## config.mk

```make
export PLATFORM = sky130hd
export DESIGN_NAME = id_alloc_sched
export DESIGN_NICKNAME = d
export VERILOG_FILES = /design/src/rtl/rob_pkg.sv /design/src/rtl/free_fifo.sv /design/src/rtl/id_alloc_sched.sv
export SDC_FILE = /design/constraint.sdc
export NUM_CORES = 1
export LEC_CHECK = 0
export ABC_AREA = 1
export CAP_MARGIN = 20
export CORE_MARGIN = 2
export CORE_UTILIZATION = 30
export DETAILED_ROUTE_END_ITERATION = 6
export PLACE_DENSITY = 0.67
export SLEW_MARGIN = 40
export SYNTH_ARGS = -nofsm -noshare
export SYNTH_HDL_FRONTEND = slang
export SYNTH_HIERARCHICAL = 1
export SYNTH_SLANG_ARGS = --single-unit
```

## constraint.sdc

```tcl
create_clock -name clk -period 2.4 [get_ports clk]
set_clock_uncertainty 0.1 [all_clocks]
set_input_delay 0.24 -clock clk [delete_from_list [all_inputs] [get_ports clk]]
set_output_delay 0.24 -clock clk [all_outputs]
set_load 0.03 [all_outputs]
```

## src/rtl/rob_pkg.sv

```systemverilog
// Shared ROB ID-allocation types.
// Default widths used by the unique-ID allocator and its front-end scheduler,
// the ID and requester-index typedefs at those defaults, and the slot
// encoding for the allocator's shared request port.
package rob_pkg;

    localparam int ID_WIDTH_DEF   = 4;
    localparam int NUM_REQ_DEF    = 4;
    localparam int FREE_DEPTH_DEF = 4;

    typedef logic [ID_WIDTH_DEF-1:0]          id_t;
    typedef logic [$clog2(NUM_REQ_DEF)-1:0]   req_idx_t;

    // Which operation owns the allocator port this cycle.
    typedef enum logic [1:0] {
        SLOT_IDLE,
        SLOT_ALLOC,
        SLOT_FREE
    } slot_e;

endpackage

```

## src/rtl/free_fifo.sv

```systemverilog
// Synchronous FIFO holding unique IDs waiting to be released.
// Ports:
//   clk, rst   clock, asynchronous active-high reset (empties the FIFO)
//   push, din  write request/data; ignored while full (no bypass)
//   pop        read request; ignored while empty
//   full       no room for another entry
//   empty      no entries
//   head       oldest entry (valid only while !empty)
module free_fifo #(
    parameter int DEPTH = 4,
    parameter int WIDTH = 4
) (
    input  logic             clk,
    input  logic             rst,
    input  logic             push,
    input  logic             pop,
    input  logic [WIDTH-1:0] din,
    output logic             full,
    output logic             empty,
    output logic [WIDTH-1:0] head
);

    localparam int PTR_W = $clog2(DEPTH);
    localparam int CNT_W = $clog2(DEPTH + 1);

    logic [WIDTH-1:0] mem [DEPTH];
    logic [PTR_W-1:0] wr_ptr;
    logic [PTR_W-1:0] rd_ptr;
    logic [CNT_W-1:0] count;
    logic             do_push;
    logic             do_pop;

    assign full    = (count == CNT_W'(DEPTH));
    assign empty   = (count == '0);
    assign head    = mem[rd_ptr];
    assign do_push = push & ~full;
    assign do_pop  = pop & ~empty;

    always_ff @(posedge clk or posedge rst) begin
        if (rst) begin
            wr_ptr <= '0;
            rd_ptr <= '0;
            count  <= '0;
        end else begin
            if (do_push) wr_ptr <= wr_ptr + 1'b1;
            if (do_pop)  rd_ptr <= rd_ptr + 1'b1;
            case ({do_push, do_pop})
                2'b10:   count <= count + 1'b1;
                2'b01:   count <= count - 1'b1;
                default: count <= count;
            endcase
        end
    end

    // Storage needs no reset: contents are only visible through count.
    always_ff @(posedge clk) begin
        if (do_push) mem[wr_ptr] <= din;
    end

endmodule

```

## src/rtl/id_alloc_sched.sv

```systemverilog
// Scheduler in front of the ROB unique-ID allocator.
// Round-robin arbitrates NUM_REQ alloc requesters onto the allocator's single
// port, queues returning frees in a small FIFO, and issues at most one of
// alloc/free per cycle. Completions come back as registered one-cycle pulses.
// Ports:
//   clk, rst                          clock, async active-high reset
//   req_valid/req_orig_id/req_ready   requester side (ready is one-hot or 0)
//   rsp_valid/rsp_idx/rsp_unique_id   alloc completion pulse, one cycle later
//   free_valid/free_unique_id/free_ready  release requests into the FIFO
//   freed_valid/freed_unique_id/freed_orig_id  free completion pulse
//   alloc_req/alloc_orig_id, alloc_gnt/alloc_unique_id/id_matrix_full
//                                     allocator alloc interface
//   free_req/free_id, restored_id     allocator free interface
module id_alloc_sched
    import rob_pkg::*;
#(
    parameter int NUM_REQ    = NUM_REQ_DEF,
    parameter int ID_WIDTH   = ID_WIDTH_DEF,
    parameter int FREE_DEPTH = FREE_DEPTH_DEF
) (
    input  logic                        clk,
    input  logic                        rst,
    input  logic [NUM_REQ-1:0]          req_valid,
    input  logic [NUM_REQ*ID_WIDTH-1:0] req_orig_id,
    output logic [NUM_REQ-1:0]          req_ready,
    output logic                        rsp_valid,
    output logic [$clog2(NUM_REQ)-1:0]  rsp_idx,
    output logic [ID_WIDTH-1:0]         rsp_unique_id,
    input  logic                        free_valid,
    input  logic [ID_WIDTH-1:0]         free_unique_id,
    output logic                        free_ready,
    output logic                        freed_valid,
    output logic [ID_WIDTH-1:0]         freed_unique_id,
    output logic [ID_WIDTH-1:0]         freed_orig_id,
    output logic                        alloc_req,
    output logic [ID_WIDTH-1:0]         alloc_orig_id,
    input  logic                        alloc_gnt,
    input  logic [ID_WIDTH-1:0]         alloc_unique_id,
    input  logic                        id_matrix_full,
    output logic                        free_req,
    output logic [ID_WIDTH-1:0]         free_id,
    input  logic [ID_WIDTH-1:0]         restored_id
);

    localparam int IDX_W = $clog2(NUM_REQ);

    logic [IDX_W-1:0]    rr_ptr;
    logic                pri;
    logic [IDX_W-1:0]    cand;
    logic                cand_found;
    logic                have_alloc;
    logic                have_free;
    logic                accept;
    slot_e               slot;
    logic                fifo_full;
    logic                fifo_empty;
    logic [ID_WIDTH-1:0] fifo_head;

    // First valid requester at or after rr_ptr, wrapping.
    always_comb begin
        int unsigned idx_u;
        idx_u      = 0;
        cand       = '0;
        cand_found = 1'b0;
        for (int unsigned off = 0; off < NUM_REQ; off++) begin
            idx_u = (32'(rr_ptr) + off) % NUM_REQ;
            if (!cand_found && req_valid[IDX_W'(idx_u)]) begin
                cand_found = 1'b1;
                cand       = IDX_W'(idx_u);
            end
        end
    end

    assign have_alloc = cand_found & ~id_matrix_full;
    assign have_free  = ~fifo_empty;

    // The port is forced idle while reset is held so the allocator sees
    // no requests during reset, even with requesters still asserting valid.
    always_comb begin
        slot = SLOT_IDLE;
        if (!rst) begin
            if (have_alloc && have_free) slot = pri ? SLOT_ALLOC : SLOT_FREE;
            else if (have_alloc)         slot = SLOT_ALLOC;
            else if (have_free)          slot = SLOT_FREE;
        end
    end

    always_comb begin
        alloc_req     = (slot == SLOT_ALLOC);
        alloc_orig_id = '0;
        if (alloc_req) alloc_orig_id = req_orig_id[int'(cand)*ID_WIDTH +: ID_WIDTH];
        accept    = alloc_req & alloc_gnt;
        req_ready = '0;
        if (accept) req_ready[cand] = 1'b1;
        free_req = (slot == SLOT_FREE);
        free_id  = free_req ? fifo_head : '0;
    end

    assign free_ready = ~fifo_full;

    free_fifo #(
        .DEPTH (FREE_DEPTH),
        .WIDTH (ID_WIDTH)
    ) u_free_fifo (
        .clk   (clk),
        .rst   (rst),
        .push  (free_valid),
        .pop   (free_req),
        .din   (free_unique_id),
        .full  (fifo_full),
        .empty (fifo_empty),
        .head  (fifo_head)
    );

    always_ff @(posedge clk or posedge rst) begin
        if (rst) begin
            rr_ptr          <= '0;
            pri             <= 1'b0;
            rsp_valid       <= 1'b0;
            rsp_idx         <= '0;
            rsp_unique_id   <= '0;
            freed_valid     <= 1'b0;
            freed_unique_id <= '0;
            freed_orig_id   <= '0;
        end else begin
            // Pointer only moves on an accepted alloc so a blocked
            // requester keeps its turn.
            if (accept) rr_ptr <= (cand == IDX_W'(NUM_REQ - 1)) ? '0 : cand + 1'b1;
            if (have_alloc && have_free) pri <= ~pri;
            rsp_valid       <= accept;
            rsp_idx         <= accept ? cand : '0;
            rsp_unique_id   <= accept ? alloc_unique_id : '0;
            freed_valid     <= free_req;
            freed_unique_id <= free_req ? fifo_head : '0;
            freed_orig_id   <= free_req ? restored_id : '0;
        end
    end

endmodule

```

## Yosys cells after proc, flatten, opt, wreduce, memory -nomap -nowiden

Memories as Yosys holds them, arrays and structs flattened.
Index checks and enable logic that the tools add are counted.

- Input port bits: 37
- Logic and storage cells: 84
- Output and inout bits: 31
- Memories kept: 1
- Register bits after elaboration: 26
- Memory bits (writable): 16

- Add/subtract/negate cells: 8
- Equality and inequality tests: 6
- Shifts and indexed selects: 1
- Bitwise operators: 8
- Order comparisons: 6
- Reduce and logical (&&, ||, !) cells: 10
- Multiplexer cells: 33

Memories:

| name | words | width | rd ports | clocked after memory_dff | wr ports | line | text |
|---|---|---|---|---|---|---|---|
| u_free_fifo.mem | 4 | 4 | 1 | 0 | 1 | free_fifo.sv:26 | `logic [WIDTH-1:0] mem [DEPTH];` |

Operators by type and width:

| operator | number |
|---|---|
| $mux 2 | 11 |
| $mux 4 | 5 |
| $shiftx 16x5->4 | 1 |
| $lt 2x3->1 const B | 5 |
| $mux 1 | 11 |
| $add 2x1->2 const B | 4 |
| $bmux 1 s2 | 4 |
| $eq 2x2->1 const B | 3 |
| $pmux 3 s2 | 1 |
| $logic_and 1x1->1 | 5 |
| $add 2x2->2 const B | 2 |
| $and 1x1->1 | 4 |
| $eq 2x1->1 const B | 2 |
| $not 1->1 | 4 |
| $add 3x1->3 const B | 1 |
| $eq 3x3->1 const B | 1 |
| $logic_not 1->1 | 3 |
| $logic_not 3->1 | 1 |
| $sub 3x1->3 const B | 1 |
| $demux 1 s2 | 1 |
| $ge 2x1->1 const B | 1 |
| $reduce_bool 2->1 | 1 |

## Depth between registers and ports, before layout

Gate-level depths: netlist (run 1).

- Depth in word-level cells: 20
- Mapped depth: 20
- Mapped depth without buffers: 20

## By module

Netlist (run 1), hierarchy kept.

Modules (own cells, without submodules):

| module | area an instance (µm²) | times used | sequential area each (µm²) | cells an instance |
|---|---|---|---|---|
| id_alloc_sched | 1426.4 | 1 | 475.5 | 189 |
| free_fifo | 1107.3 | 1 | 655.6 | 108 |

## Least setup slack after synthesis (run 1)

OpenSTA, ideal clock, no wires.

- Kind: reg-to-reg
- Start: register rr_ptr[0]
- End: register u_free_fifo.count[2]
- Cell stages (with the launch flop): 20
- Required time: 2.183 ns
- Arrival time: 2.622 ns
- Slack: -0.439 ns
- Clock period less this slack: 2.839 ns
- Library setup time: 0.117 ns
- Path buffers: 1
- Cell sequence: dfrtp_1 buf_6 nand2_1 nand2_2 nand2_2 nand2_4 nor2_8 nand3_4 nand2_4 o211ai_2 inv_1 nand2_1 inv_1 ha_1 inv_1 fa_1 nand2_1 nand3_1 nand2_1 nand2_1

- Longest elaborated chain between the ends: 20
- Elaborated cells on any way between the ends: 32
- Classes of those cells: add/sub: 3; eq/ne: 3; mux: 16; bitwise: 2; reduce/logical: 8

RTL lines:

| element | line | text |
|---|---|---|
| start: declaration | id_alloc_sched.sv:47 | `logic [IDX_W-1:0] rr_ptr;` |
| start signal: assignment | id_alloc_sched.sv:128 | `if (accept) rr_ptr <= (cand == IDX_W'(NUM_REQ - 1)) ? '0 : cand + 1'b1;` |
| branches (longest 11 deep; another with $add 2x1->2) | - |  |
| $mux 1 * | id_alloc_sched.sv:67 | `if (!cand_found && req_valid[IDX_W'(idx_u)]) begin` |
| $and 1x1->1 * | id_alloc_sched.sv:74 | `assign have_alloc = cand_found & ~id_matrix_full;` |
| $mux 2 or $logic_and 1x1->1 (tied branches) | id_alloc_sched.sv:83, id_alloc_sched.sv:82 |  |
| $mux 2 * | id_alloc_sched.sv:82 | `if (have_alloc && have_free) slot = pri ? SLOT_ALLOC : SLOT_FREE;` |
| $mux 2 * | id_alloc_sched.sv:81 | `if (!rst) begin` |
| $eq 2x2->1 * | id_alloc_sched.sv:95 | `free_req = (slot == SLOT_FREE);` |
| named net free_req | id_alloc_sched.sv:40 | `output logic free_req,` |
| $and 1x1->1 * | free_fifo.sv:37 | `assign do_pop = pop & ~empty;` |
| named net u_free_fifo.do_pop | free_fifo.sv:31 | `logic do_pop;` |
| $eq 2x1->1 or $eq 2x2->1 (tied branches) | free_fifo.sv:47 | `case ({do_push, do_pop})` |
| $pmux 3 s2 or $reduce_bool 2->1 (tied branches) | - |  |
| end signal: assignment | free_fifo.sv:48 | `2'b10: count <= count + 1'b1;` |
| end signal: assignment | free_fifo.sv:49 | `2'b01: count <= count - 1'b1;` |
| end signal: assignment | free_fifo.sv:50 | `default: count <= count;` |
| end: declaration | free_fifo.sv:29 | `logic [CNT_W-1:0] count;` |

Mark *: on every way through the listed nets, which the timed path passes. The select of a mux whose other input is x is not followed.
A chain may end at the register's enable or synchronous reset.

## Worst setup path after layout (run 1)

- Start: register rr_ptr[0]
- End: output alloc_orig_id[3]

- Longest elaborated chain between the ends: 18
- Elaborated cells on any way between the ends: 33
- Classes of those cells: add/sub: 3; eq/ne: 1; shift: 1; mux: 20; bitwise: 1; reduce/logical: 7

RTL lines:

| element | line | text |
|---|---|---|
| branches (longest 17 deep; another with $add 2x1->2) | - |  |
| $mux 4 * | id_alloc_sched.sv:91 | `if (alloc_req) alloc_orig_id = req_orig_id[int'(cand)*ID_WIDTH +: ID_WIDTH];` |
| end: declaration | id_alloc_sched.sv:36 | `output logic [ID_WIDTH-1:0] alloc_orig_id,` |

Every way passes the cells marked *. The select of a mux whose other input is x is not followed.

==> results.txt, run 1 <==
The total wire length after detailed routing came out at 5.95 mm. The count of endpoints failing setup in the final report came out at 14. The post-layout instance count excluding filler cells is 510. The post-synthesis register bit count is 42. The count of maximum capacitance violations came out at 0. The number of filler instances in the final layout is 738.

The half-perimeter wire length of the detailed placement result came out at 4.25 mm. The number of nets in the final layout came out at 451. The insertion delay to the later sink of the worst-skew pair is 0.30 ns. The die outline area came out at 0.00920 mm2. The slowest stage of the critical path belongs to the cell sky130_fd_sc_hd__dfrtp_2. The number of max-slew violations in the final report is 0. The starting DRC count in detailed routing is 56. The standby leakage power came out at 1.97 nW. The area of the placeable core came out at 0.00822 mm2. The area added between synthesis and finish is 59.1%.

The sequential cell area came out at 0.00113 mm2. The top-area cell type share of the netlist area is 0.257. The starting density of the core is 0.308. A synthesized cell averages 8.53 um2. The number of iterations in the first detailed-routing pass is 4. For the finished layout, the period the worst path requires is 2.60 ns. The worst setup path is captured at an output pin. The total chip power came out at 5.10 mW. The first global-routing pass estimated 9.45 mm of wire.

Yosys mapped the design onto 28 distinct sky130hd cell types. The setup path with the least slack is of type register to output pin. The number of CTS-inserted buffers came out at 5.

The worst IR drop on VDD is 429 uV. The repair_antennas step left the layout with diodes totalling 0. The power density relative to cell area came out at 1270 mW/mm2.

The hold violation total from the final report is 0. In the global route stage, overall resource usage came out at 0.132. The die is 95.9 um wide. The number of top-level design ports is 68.

The commonest register cell after synthesis is sky130_fd_sc_hd__dfrtp_1. The footprint of the multi-input gates came out at 0.00133 mm2. The number of nets with antenna violations after routing came out at 0. TritonCTS built the clock tree. The root buffer cell chosen for the clock tree is sky130_fd_sc_hd__clkbuf_8. The delay contributed by the slowest stage of the critical path came out at 0.50 ns. The buffering stage count on the worst path with inverters included came out at 4.

The gate count after technology mapping came out at 297. The initial antenna violation count came out at 0. Of all nets on the critical path, the largest fanout is 5. The final weighted congestion in routability-driven placement is 0.819.

The worst-case setup margin in the final layout is -0.205 ns. The run finished, with violations left. Counting stages on the worst path, the most repeated cell is sky130_fd_sc_hd__buf_6.

The overall overflow remaining after global route is 0. The depth of the CTS H-tree came out at 2. By count the netlist is led by sky130_fd_sc_hd__inv_1 (74), sky130_fd_sc_hd__nand2_1 (70), sky130_fd_sc_hd__dfrtp_1 (26), sky130_fd_sc_hd__edfxtp_1 (16), sky130_fd_sc_hd__nand3_1 (16). The post-route worst hold slack came out at 0.0981 ns.

The count of placed standard cells including taps came out at 490. The synthesized netlist occupies a cell area of 0.00253 mm2. The critical path required time is 2.06 ns. The layout cell share with drive strength beyond 1 is 0.373. In the routed layout, each cell is associated on average with a via count of 4.40. For this run, the share of the core covered by cells in the final layout is 0.490. The placement row count came out at 33. Across all layers, the routed design uses 2243 vias.

The clock sink count came out at 42. For this run, asynchronously set or reset flops after synthesis account for 0.619. The clock-pin slew of the registers on the worst-case setup and hold paths is 0.09 ns. The routed length per placed instance came out at 11.7 um.

The most common cell in the netlist is sky130_fd_sc_hd__inv_1. The number of remaining DRC errors came out at 0. Setup repair after global routing could not meet its margin everywhere. STA classifies the critical path startpoint as a register. The y dimension of the die came out at 95.9 um.

Grouping stages by cell kind, the critical path spends the most delay in simple AND/OR/NAND/NOR gates. The synthesized netlist net count came out at 344. The class of the most critical hold timing path is primary input to async pin.

The number of warnings issued by yosys came out at 6. Headroom to the max-slew limit came out at 0.718. The count of buffers from port buffering came out at 67.

Of the synthesized area, sequential elements account for 0.446. STA puts the critical path data arrival time at 2.26 ns. The final reports fail on negative setup slack. The actual transition at the worst max-transition pin came out at 0.421 ns. The synthesized design spends more area on one cell type than any other, namely sky130_fd_sc_hd__dfrtp_1. Timing would allow up to 384 MHz. The number of synthesized flops with an enable pin came out at 16. The largest net degree at the start of global routing came out at 22. Dividing the final minimum period by the clock period gives 1.09. Counting along the longest clock path gives a buffer depth of 2. Walking the worst path, the cells encountered are buf_6 -> nand2_2 -> nand3_2 -> nand2_4 -> nor2_8 -> nand3_4 -> buf_6 -> buf_4 -> nand4_1 -> nand3_1 -> a21oi_2 -> buf_6. The number of global-route vias before repair came out at 2212.

Sorting the synthesized cells by area gives the leading types as sky130_fd_sc_hd__dfrtp_1 (26%), sky130_fd_sc_hd__edfxtp_1 (19%), sky130_fd_sc_hd__inv_1 (11%).
==> state kept, by name, summed over array words and instances (netlist names) <==
register            count
freed_orig_id           4
freed_valid             1
rr_ptr                  2
freed_unique_id         4
rsp_idx                 2
pri                     1
u_free_fifo/wr_ptr      2
u_free_fifo/rd_ptr      2
rsp_unique_id           4
u_free_fifo/count       3
u_free_fifo/mem        16
rsp_valid               1
==> path summary, 6_finish.rpt <==
check	startpoint	end	slack (ns)	cells after the start
max	rr_ptr[0]	alloc_orig_id[3]	-0.20	12
min	rst	u_free_fifo/count[1]	0.1	2
max reg2reg	rr_ptr[0]	u_free_fifo/count[1]	-0.08	15
min reg2reg	u_free_fifo/count[0]	u_free_fifo/count[0]	0.37	1
max in group asynchronous	rst	rr_ptr[0]	1.67	3
min in group clk	restored_id[2]	freed_orig_id[2]	0.35	3
==> power breakdown <==
part	internal [mW]	leakage, nW	total [mW]	switching (mW)
clock	0.216	0.0495	0.484	0.269
combinational	1.49	1.44	3.52	2.03
sequential	0.950	0.482	1.10	0.149
==> worst reg2reg max path, delay by kind of cell (launching register included) <==
family,cells,cell delay [ns]
adder cells (fa/ha/maj),2,0.57
AO/OA/AOI/OAI,2,0.35
buffers and inverters,4,0.31
flip-flops,1,0.50
AND/OR/NAND/NOR,7,0.57
==> what timing repair did <==
item,in CTS,in global routing
gates resized for setup,54,46
cloned,1,0
pin swaps,20,15
buffers inserted,6,5
hold buffers,0,0
endpoints found under the setup margin,15,16
==> layout by cell type, fill, tap and decap left out, types with 10 or more instances in the layout <==
cell	netlist	routed
sky130_fd_sc_hd__nand3_2	6	10
sky130_fd_sc_hd__buf_4	0	24
sky130_fd_sc_hd__dfrtp_1	26	24
sky130_fd_sc_hd__buf_6	3	24
sky130_fd_sc_hd__nand2_4	6	20
sky130_fd_sc_hd__nand2_2	7	14
sky130_fd_sc_hd__nand4_1	10	10
sky130_fd_sc_hd__nand3_1	16	11
sky130_fd_sc_hd__nand2_1	70	49
sky130_fd_sc_hd__nor2_2	11	12
sky130_fd_sc_hd__inv_1	74	65
sky130_fd_sc_hd__clkdlybuf4s50_1	0	53
sky130_fd_sc_hd__edfxtp_1	16	16
==> metal layers <==
layer | global-route usage | routed length [um] | up-vias
met2 | 0.240 | 3220 | 46
met1 | 0.145 | 2340 | 1049
met4 | 0.0524 | 172 | 0
li1 | - | - | 1130
met5 | 0 | 0 | -
met3 | 0.0345 | 216 | 18
==> logic make-up (layout without fill, tap and decap cells) <==
family                   Yosys count  in the layout  synth area share
AO/OA/AOI/OAI                     18             18            0.0612
XOR/XNOR                           2              2           0.00691
adder cells (fa/ha/maj)           10             10            0.0523
buffers and inverters             83            190             0.137
flip-flops                        42             42             0.446
AND/OR/NAND/NOR                  142            143             0.296
==> metrics by stage <==
stage          instance area (um2)  TNS [ns]  worst slack [ns]
6_report                      4030     -1.93            -0.205
5_1_grt                       4030     -3.52            -0.326
4_1_cts                       3830     -1.19            -0.149
3_5_place_dp                  3480    -0.616            -0.200
3_3_place_gp                  3480    -0.268            -0.123
2_1_floorplan                 2560    -0.369            -0.185
==> area by class of cell <==
type | instances | share of cell area
multi-input combinational | 173 | 0.331
sequential | 42 | 0.281
timing repair buffer | 103 | 0.252
inverter | 79 | 0.0798
tap | 105 | 0.0326
clock buffer | 5 | 0.0171
clock inverter | 3 | 0.00652
Power figures use the tool's default switching activity.
==> inputs of run 2 (changes only) <==
--- a/config.mk
+++ b/config.mk
@@ -10,7 +10,8 @@
 export CORE_MARGIN = 2
 export CORE_UTILIZATION = 30
 export DETAILED_ROUTE_END_ITERATION = 6
-export PLACE_DENSITY = 0.67
+export PLACE_DENSITY = 0.65
+export REMOVE_ABC_BUFFERS = 1
 export SLEW_MARGIN = 40
 export SYNTH_ARGS = -nofsm -noshare
 export SYNTH_HDL_FRONTEND = slang
==> constraint.sdc (replaced) <==
create_clock -name clk -period 3.1 [get_ports clk]
set_clock_uncertainty 0.1 [all_clocks]
set_input_delay 0.31 -clock clk [delete_from_list [all_inputs] [get_ports clk]]
set_output_delay 0.31 -clock clk [all_outputs]
set_load 0.03 [all_outputs]
==> run 2 against run 1 <==
Effect of this change: the flow now finishes without violations; utilization decreased by 7.9 points; power decreased by 42%; final area decreased by 16%; sequential share of layout area increased by 5.3 points; clock-buffer cell count increased by 1; combinational power decreased by 49%; setup slack improved by 0.39 ns; sequential power decreased by 24%; cell count decreased by 6.3%; non-clock buffer count decreased by 31; first-iteration DRC count increased by 29%; register-to-register slack improved by 0.43 ns; largest cell class is now sequential cells; largest power group unchanged; highest routed layer unchanged.
==> results.txt, run 2 (synthesis gave the netlist of run 1 again) <==
The die outline area came out at 0.00920 mm2. The worst path in the final design needs a cycle of 2.91 ns, including I/O delays and setup. The count of buffers from port buffering came out at 67. Of the total power, the share spent switching nets is 0.489. The starting DRC count in detailed routing came out at 72. The standby leakage power is 1.72 nW. The largest fanout of any net on the critical path is 10. The critical path goes through buf_4 -> nand2_1 -> nand2_2 -> nand2_2 -> nand2_4 -> nor2_8 -> nand3_4 -> nand2_4 -> inv_4 -> o211ai_4 -> inv_1 -> clkdlybuf4s50_1. The min-delay analysis places its worst path in the category primary input to async pin.

The die is 95.9 um tall. In this run the critical register-to-register path is launched from rr_ptr[0]. The most flop-heavy register is u_free_fifo/mem. The library cell used most frequently in the layout, excluding fill and tap cells, is sky130_fd_sc_hd__inv_1. In the final layout, the share of cells above drive strength 1 is 0.166. The internal portion of the total power is 1.52 mW. The hold violation total from the final report is 0. The worst setup path is launched from a register. The share of total power dissipated in the clock network is 0.114.

The share of total power in combinational logic is 0.605. Global routing finished with a remaining overflow of 0. Setup repair after global routing left no endpoint under its margin. The number of global-route vias before repair is 1877. The depth of the most critical reg-to-reg path came out at 19. The half-perimeter wire length of the detailed placement result came out at 4.20 mm. The maximum clock frequency came out at 343 MHz. The count of maximum capacitance violations came out at 0. The CTS root buffer is sky130_fd_sc_hd__clkbuf_8. After global routing, the most crowded layer is met2.

After detailed routing, the total wire length is 5.23 mm. In the post-route analysis, the smallest setup slack over all paths is 0.187 ns. For met1 alone, demand over resource in global routing was 0.151. The period utilization came out at 0.940. In this run the register-to-register setup slack is 0.35 ns.

The floorplan has 33 rows. At the end of the flow, the number of nets in the layout was 419. For met2 alone, demand over resource in global routing was 0.202. The actual transition at the worst max-transition pin came out at 0.528 ns.

The global-route wire length before repair came out at 8.63 mm. The worst IR drop on VDD came out at 435 uV. The delay contributed by the slowest stage of the critical path came out at 0.60 ns.

The count of buffers added by post-CTS timing repair for setup came out at 0. In this run the critical register-to-register path is captured at u_free_fifo/count[2]. For this run, the number of standard cells in the final layout without fillers is 478.

The TritonCTS clock tree is yes. The cts-stage hold buffer count is 0. 0 antenna diodes ended up in the layout. The count of placed standard cells including taps is 470. The number of top-level design ports came out at 68. Clock latency on the worst-skew pair, taken at its later pin, is 0.29 ns. The flow ran to the end, and the final reports show no timing, DRC or antenna violations. In the global route stage, overall resource usage came out at 0.121. The total number of vias came out at 2066. The area of the placeable core is 0.00822 mm2. The worst setup timing slack at the placement stage is 0.0251 ns. The maximum clock insertion buffer count came out at 2. In this run, CTS created clock tree buffers numbering 5. The power density relative to cell area came out at 880 mW/mm2. The category of the worst setup path capture point is an output pin. The congestion estimate from routability-driven global placement came to 0.816. Entering global routing, the biggest net connects 18 pins. The routed length per placed instance came out at 10.9 um. By startpoint and endpoint, the worst setup path is classified as register to output pin. On the critical path, the stage with the largest delay is an instance of sky130_fd_sc_hd__clkdlybuf4s50_1. The per-cell via count in the routed design is 4.32. The net switching power came out at 1.46 mW.

The worst slew margin relative to its limit came out at 0.648. The most critical setup path has its startpoint at rr_ptr[0]. In the layout the commonest cells are sky130_fd_sc_hd__inv_1 (74), sky130_fd_sc_hd__nand2_1 (70), sky130_fd_sc_hd__clkdlybuf4s50_1 (54).

CTS built an H-tree with a depth of 2. The width of the chip is 95.9 um. For this run, design rule violations remaining after detail routing come to 0. Setup violations remaining at the end of the flow were counted as 0.

The number of max-slew violations in the final report is 0. The critical path required time came out at 2.69 ns. The initial antenna violation count came out at 0.

The area added between synthesis and finish came out at 33.6%. The number of flip-flops under the largest register name is 16. STA puts the critical path data arrival time at 2.50 ns. The met3 usage came out at 0.0313. The starting density of the core came out at 0.308. The count of nets left with antenna violations once routing finished came out at 0. The setup TNS after final layout came out at 0 ns. The pre-antenna-repair detailed-routing pass consisted of 4 iterations. The clock-pin slew of the registers on the worst-case setup and hold paths is 0.08 ns. The clock sink count is 42. The part of the power in registers came out at 0.280.
==> run 2: changes by cell type in the layout (fill, tap and decap cells not counted), sizes merged <==
cell / change
buf: -36
dlygate4sd2: +3
inv: -3
clkinv: +2
clkbuf: +1
clkdlybuf4s15: +1
clkdlybuf4s50: +1
nand3: -1
==> run 2: worst max-delay path by stage <==
stage	end	slack, ns	cells past startpoint
after CTS	alloc_req	0.16	12
after detailed placement	alloc_orig_id[2]	0.03	12
after floorplan	u_free_fifo/count[2]	0.14	19
final	alloc_req	0.19	12
after global routing	alloc_orig_id[2]	0.009	12
after global placement	alloc_orig_id[2]	0.1	12
==> run 2: power by group through the flow <==
| stage | clock, mW | combinational (mW) | sequential (mW) |
|---|---|---|---|
| floorplan | 0 | 1.23 | 0.925 |
| global placement | 0 | 1.79 | 0.845 |
| detailed placement | 0 | 1.83 | 0.850 |
| CTS | 0.360 | 1.82 | 0.838 |
| global route | 0.386 | 2.03 | 0.852 |
| finish | 0.341 | 1.80 | 0.835 |
==> run 2: per-layer routing <==
metal / wire length [um] / up-vias / share of wire
met5: 0 / - / 0
met4: 72 / 0 / 0.014
met3: 273 / 9 / 0.052
met2: 2620 / 54 / 0.50
met1: 2270 / 944 / 0.43
li1: - / 1059 / -
==> run 2: final cells by class <==
cell class / instances / area (um2)
Fill cell: 824 / 4830
Sequential cell: 42 / 1130
Multi-Input combinational cell: 172 / 1050
Timing Repair Buffer: 72 / 682
Inverter: 79 / 299
Tap cell: 105 / 131
Clock buffer: 6 / 72.6
Clock inverter: 2 / 13.8
==> run 2: critical path: cells and delay by family (launching register included) <==
family / cells / cell delay [ns]
buf+inv: 4 / 0.91
compound gates: 1 / 0.11
flops: 1 / 0.45
simple gates: 7 / 0.74
==> run 2: per-stage QoR <==
stage	util	power, mW	cell area, um2	hold WS [ns]
floorplan	-	2.16	2480	0.0134
global placement	0.402	2.64	3300	0.362
detailed placement	0.402	2.68	3300	0.363
CTS	0.412	3.02	3380	0.200
global route	0.412	3.27	3380	0.213
finish	0.412	2.98	3380	0.203
==> run 2: timing repair <==
action | CTS | global route
resized for setup | 4 | 1
endpoints found under the setup margin | 4 | 1
endpoints found under the hold margin | 0 | 0
==> inputs of run 3 (changes only) <==
--- a/config.mk
+++ b/config.mk
@@ -10,6 +10,7 @@
 export CORE_MARGIN = 2
 export CORE_UTILIZATION = 30
 export DETAILED_ROUTE_END_ITERATION = 6
+export GPL_TIMING_DRIVEN = 0
 export PLACE_DENSITY = 0.65
 export REMOVE_ABC_BUFFERS = 1
 export SLEW_MARGIN = 40
==> run 3 against run 2 <==
Effect of this change: utilization shrank 0.061 points; critical endpoint unchanged; largest cell class unchanged; register-to-register slack lost 0.04 ns; cell count shrank 0.84%.
==> results.txt, run 3 (synthesis gave the netlist of run 1 again) <==
The run finished with clean final reports. The area added between synthesis and finish came out at 33.4%. The hold violation total from the final report came out at 0. The count of buffers from port buffering is 67. In the final design database the tool counted 415 nets. Derived from the worst setup path, the maximum achievable clock frequency is 340 MHz. Summing all multi-input logic gate instances after layout gives 0.00106 mm2. Clock-pin slew was measured on the worst setup and hold paths at 0.08 ns. CTS saw 42 sinks. After global routing the overflow that remains totals 0. Registers take 0.00113 mm2.

The standby leakage power came out at 1.71 nW. During I/O placement, the number of pins put on the boundary was 68. The maximum clock insertion buffer count is 2. Of the available clock period, the critical path in the final layout requires 0.949. The number of global-route vias before repair is 1951.

The first detailed-routing pass ran for 4 iterations. The class of the most critical hold timing path is primary input to async pin. Entering global routing, the biggest net connects 23 pins. The reg-to-reg startpoint is rr_ptr[0]. The delay contributed by the slowest stage of the critical path came out at 0.68 ns. The number of CTS-inserted buffers came out at 5. The count of maximum capacitance violations came out at 0.

The register with the most flip-flops in the final layout is u_free_fifo/mem. The width of the chip came out at 95.9 um. The root buffer cell chosen for the clock tree is sky130_fd_sc_hd__clkbuf_8. Setup slack on the worst reg-to-reg path comes out at 0.31 ns. The post-route worst hold slack is 0.222 ns. The top cell types in the final layout, fill and taps aside, are sky130_fd_sc_hd__inv_1 (72), sky130_fd_sc_hd__nand2_1 (70), sky130_fd_sc_hd__clkdlybuf4s50_1 (54). The number of remaining DRC errors is 0.

The endpoint identified for the worst register-to-register timing path is u_free_fifo/count[2]. The die outline area came out at 0.00920 mm2. STA classifies the critical path startpoint as a register. Summing over every cut layer, the via total after detailed routing is 2044. Fill cells in the final layout number 811.

In this run the cell area measured after placement is 0.00329 mm2. The insertion delay to the later sink of the worst-skew pair came out at 0.29 ns. The slowest cell on the critical path is sky130_fd_sc_hd__clkdlybuf4s50_1. The total chip power is 2.99 mW. In this design, the largest share of critical-path delay is due to buffers and inverters. The congestion estimate from routability-driven global placement came to 0.814. The worst setup timing slack at the placement stage is -0.303 ns. The area of the placeable core is 0.00822 mm2.

The total wire length after detailed routing came out at 5.25 mm. From bottom edge to top edge, the die measures 95.9 um. The classification of the worst setup path is register to output pin. Setup violations remaining at the end of the flow were counted as 0. Traced cell by cell, the critical path runs through inv_4 -> nand2_1 -> nand2_2 -> nand2_2 -> nand2_4 -> nor2_8 -> nand3_4 -> nand2_4 -> inv_4 -> o211ai_4 -> inv_1 -> clkdlybuf4s50_1.

The floorplan has 33 rows. The buffering stage count on the worst path with inverters included is 4. The half-perimeter wire length of the detailed placement result is 4.09 mm. The initial antenna violation count came out at 0. The actual transition at the worst max-transition pin came out at 0.537 ns. STA classifies the critical path endpoint as an output pin. The critical path starts at rr_ptr[0]. The worst slew margin relative to its limit came out at 0.641. Counting buffers and inverters, the worst setup path is 12 cells deep. The register with the most flip-flops in the layout has 16 of them.

Once routing completed, OpenROAD measured the worst setup slack at 0.158 ns. The layout cell share with drive strength beyond 1 came out at 0.146. After detailed routing, the average wire length per cell comes to 11.1 um. The initial utilization of the core area, before any placement, comes to 0.308. The worst endpoint data arrival time is 2.53 ns.

Summed over all failing endpoints, the final setup total negative slack is 0 ns. In this run the worst setup path terminates at alloc_req. The per-cell via count in the routed design came out at 4.31.

Measured in cells, the most critical reg-to-reg path has a length of 18. The depth of the CTS H-tree came out at 2. The global-route wire length before repair came out at 8.71 mm. The starting DRC count in detailed routing is 57.

TritonCTS built the clock tree. The power density relative to cell area came out at 883 mW/mm2. The area of all placed cells without fillers came out at 0.00338 mm2. The overall routing resource usage came out at 0.121.

The critical path required time came out at 2.69 ns. The number of max-slew violations in the final report came out at 0. The largest fanout of any net on the critical path came out at 11.

The minimum clock period after layout came out at 2.94 ns. The worst IR drop on VDD is 350 uV. The antenna cell count came out at 0. The most frequent standard cell in the layout excluding fill and tap cells is sky130_fd_sc_hd__inv_1. The number of nets with antenna violations after routing is 0.
[run 3: worst min path at each step]
stage                               from                    end  slack [ns]  cells after the start
global placement    u_free_fifo/count[0]   u_free_fifo/count[0]        0.36                      1
finish                               rst   u_free_fifo/count[1]        0.22                      2
global route                         rst   u_free_fifo/count[2]        0.25                      2
CTS                                  rst  u_free_fifo/wr_ptr[1]        0.23                      2
detailed placement  u_free_fifo/count[0]   u_free_fifo/count[0]        0.36                      1
floorplan                            rst   u_free_fifo/count[0]        0.01                      1
[run 3: cell type report]
| class | instances | share of cell area |
|---|---|---|
| Sequential cell | 42 | 0.335 |
| Tap cell | 105 | 0.0389 |
| Clock buffer | 5 | 0.0204 |
| Multi-Input combinational cell | 172 | 0.315 |
| Timing Repair Buffer | 68 | 0.195 |
| Clock inverter | 3 | 0.00629 |
| Inverter | 79 | 0.0892 |
[run 3: power breakdown]
| group | leakage, nW | switching (mW) | total (mW) | internal (mW) |
|---|---|---|---|---|
| logic | 1.19 | 1.17 | 1.79 | 0.616 |
| registers | 0.483 | 0.115 | 0.849 | 0.734 |
| clock network | 0.0441 | 0.188 | 0.346 | 0.158 |
| total | 1.71 | 1.48 | 2.99 | 1.51 |
[run 3: per-stage QoR]
| step | instances | utilization |
|---|---|---|
| after global routing | 474 | 0.411 |
| after global placement | 465 | 0.400 |
| after floorplan | 293 | - |
| after detailed placement | 465 | 0.400 |
| final | 474 | 0.411 |
| after CTS | 473 | 0.410 |
[run 3: repair_timing]
item,CTS,global route
hold buffers,0,0
resized for setup,15,6
pin swaps,0,2
setup buffers,0,1
endpoints found under the setup margin,15,8
[run 3: metal layers]
layer,track usage,up-vias,routed length (um)
li1,-,1050,-
met1,0.144,938,2300
met2,0.220,52,2660
met3,0.0266,4,258
met4,0.0286,0,34
met5,0,-,0
[run 3: worst register-to-register path: stages (launching register included)]
cell and delay, ns:
sky130_fd_sc_hd__dfrtp_2 0.50, sky130_fd_sc_hd__inv_4 0.14, sky130_fd_sc_hd__nand2_1 0.09, sky130_fd_sc_hd__nand3_1 0.09, sky130_fd_sc_hd__nand2_1 0.08, sky130_fd_sc_hd__inv_1 0.14
sky130_fd_sc_hd__nand3_4 0.17, sky130_fd_sc_hd__nand2_4 0.14, sky130_fd_sc_hd__o211ai_4 0.10, sky130_fd_sc_hd__inv_2 0.13, sky130_fd_sc_hd__nand2_1 0.08, sky130_fd_sc_hd__inv_1 0.06
sky130_fd_sc_hd__ha_1 0.15, sky130_fd_sc_hd__inv_1 0.07, sky130_fd_sc_hd__fa_1 0.38, sky130_fd_sc_hd__nand2_1 0.10, sky130_fd_sc_hd__nand3_1 0.08, sky130_fd_sc_hd__nand2_1 0.06
sky130_fd_sc_hd__nand2_1 0.04
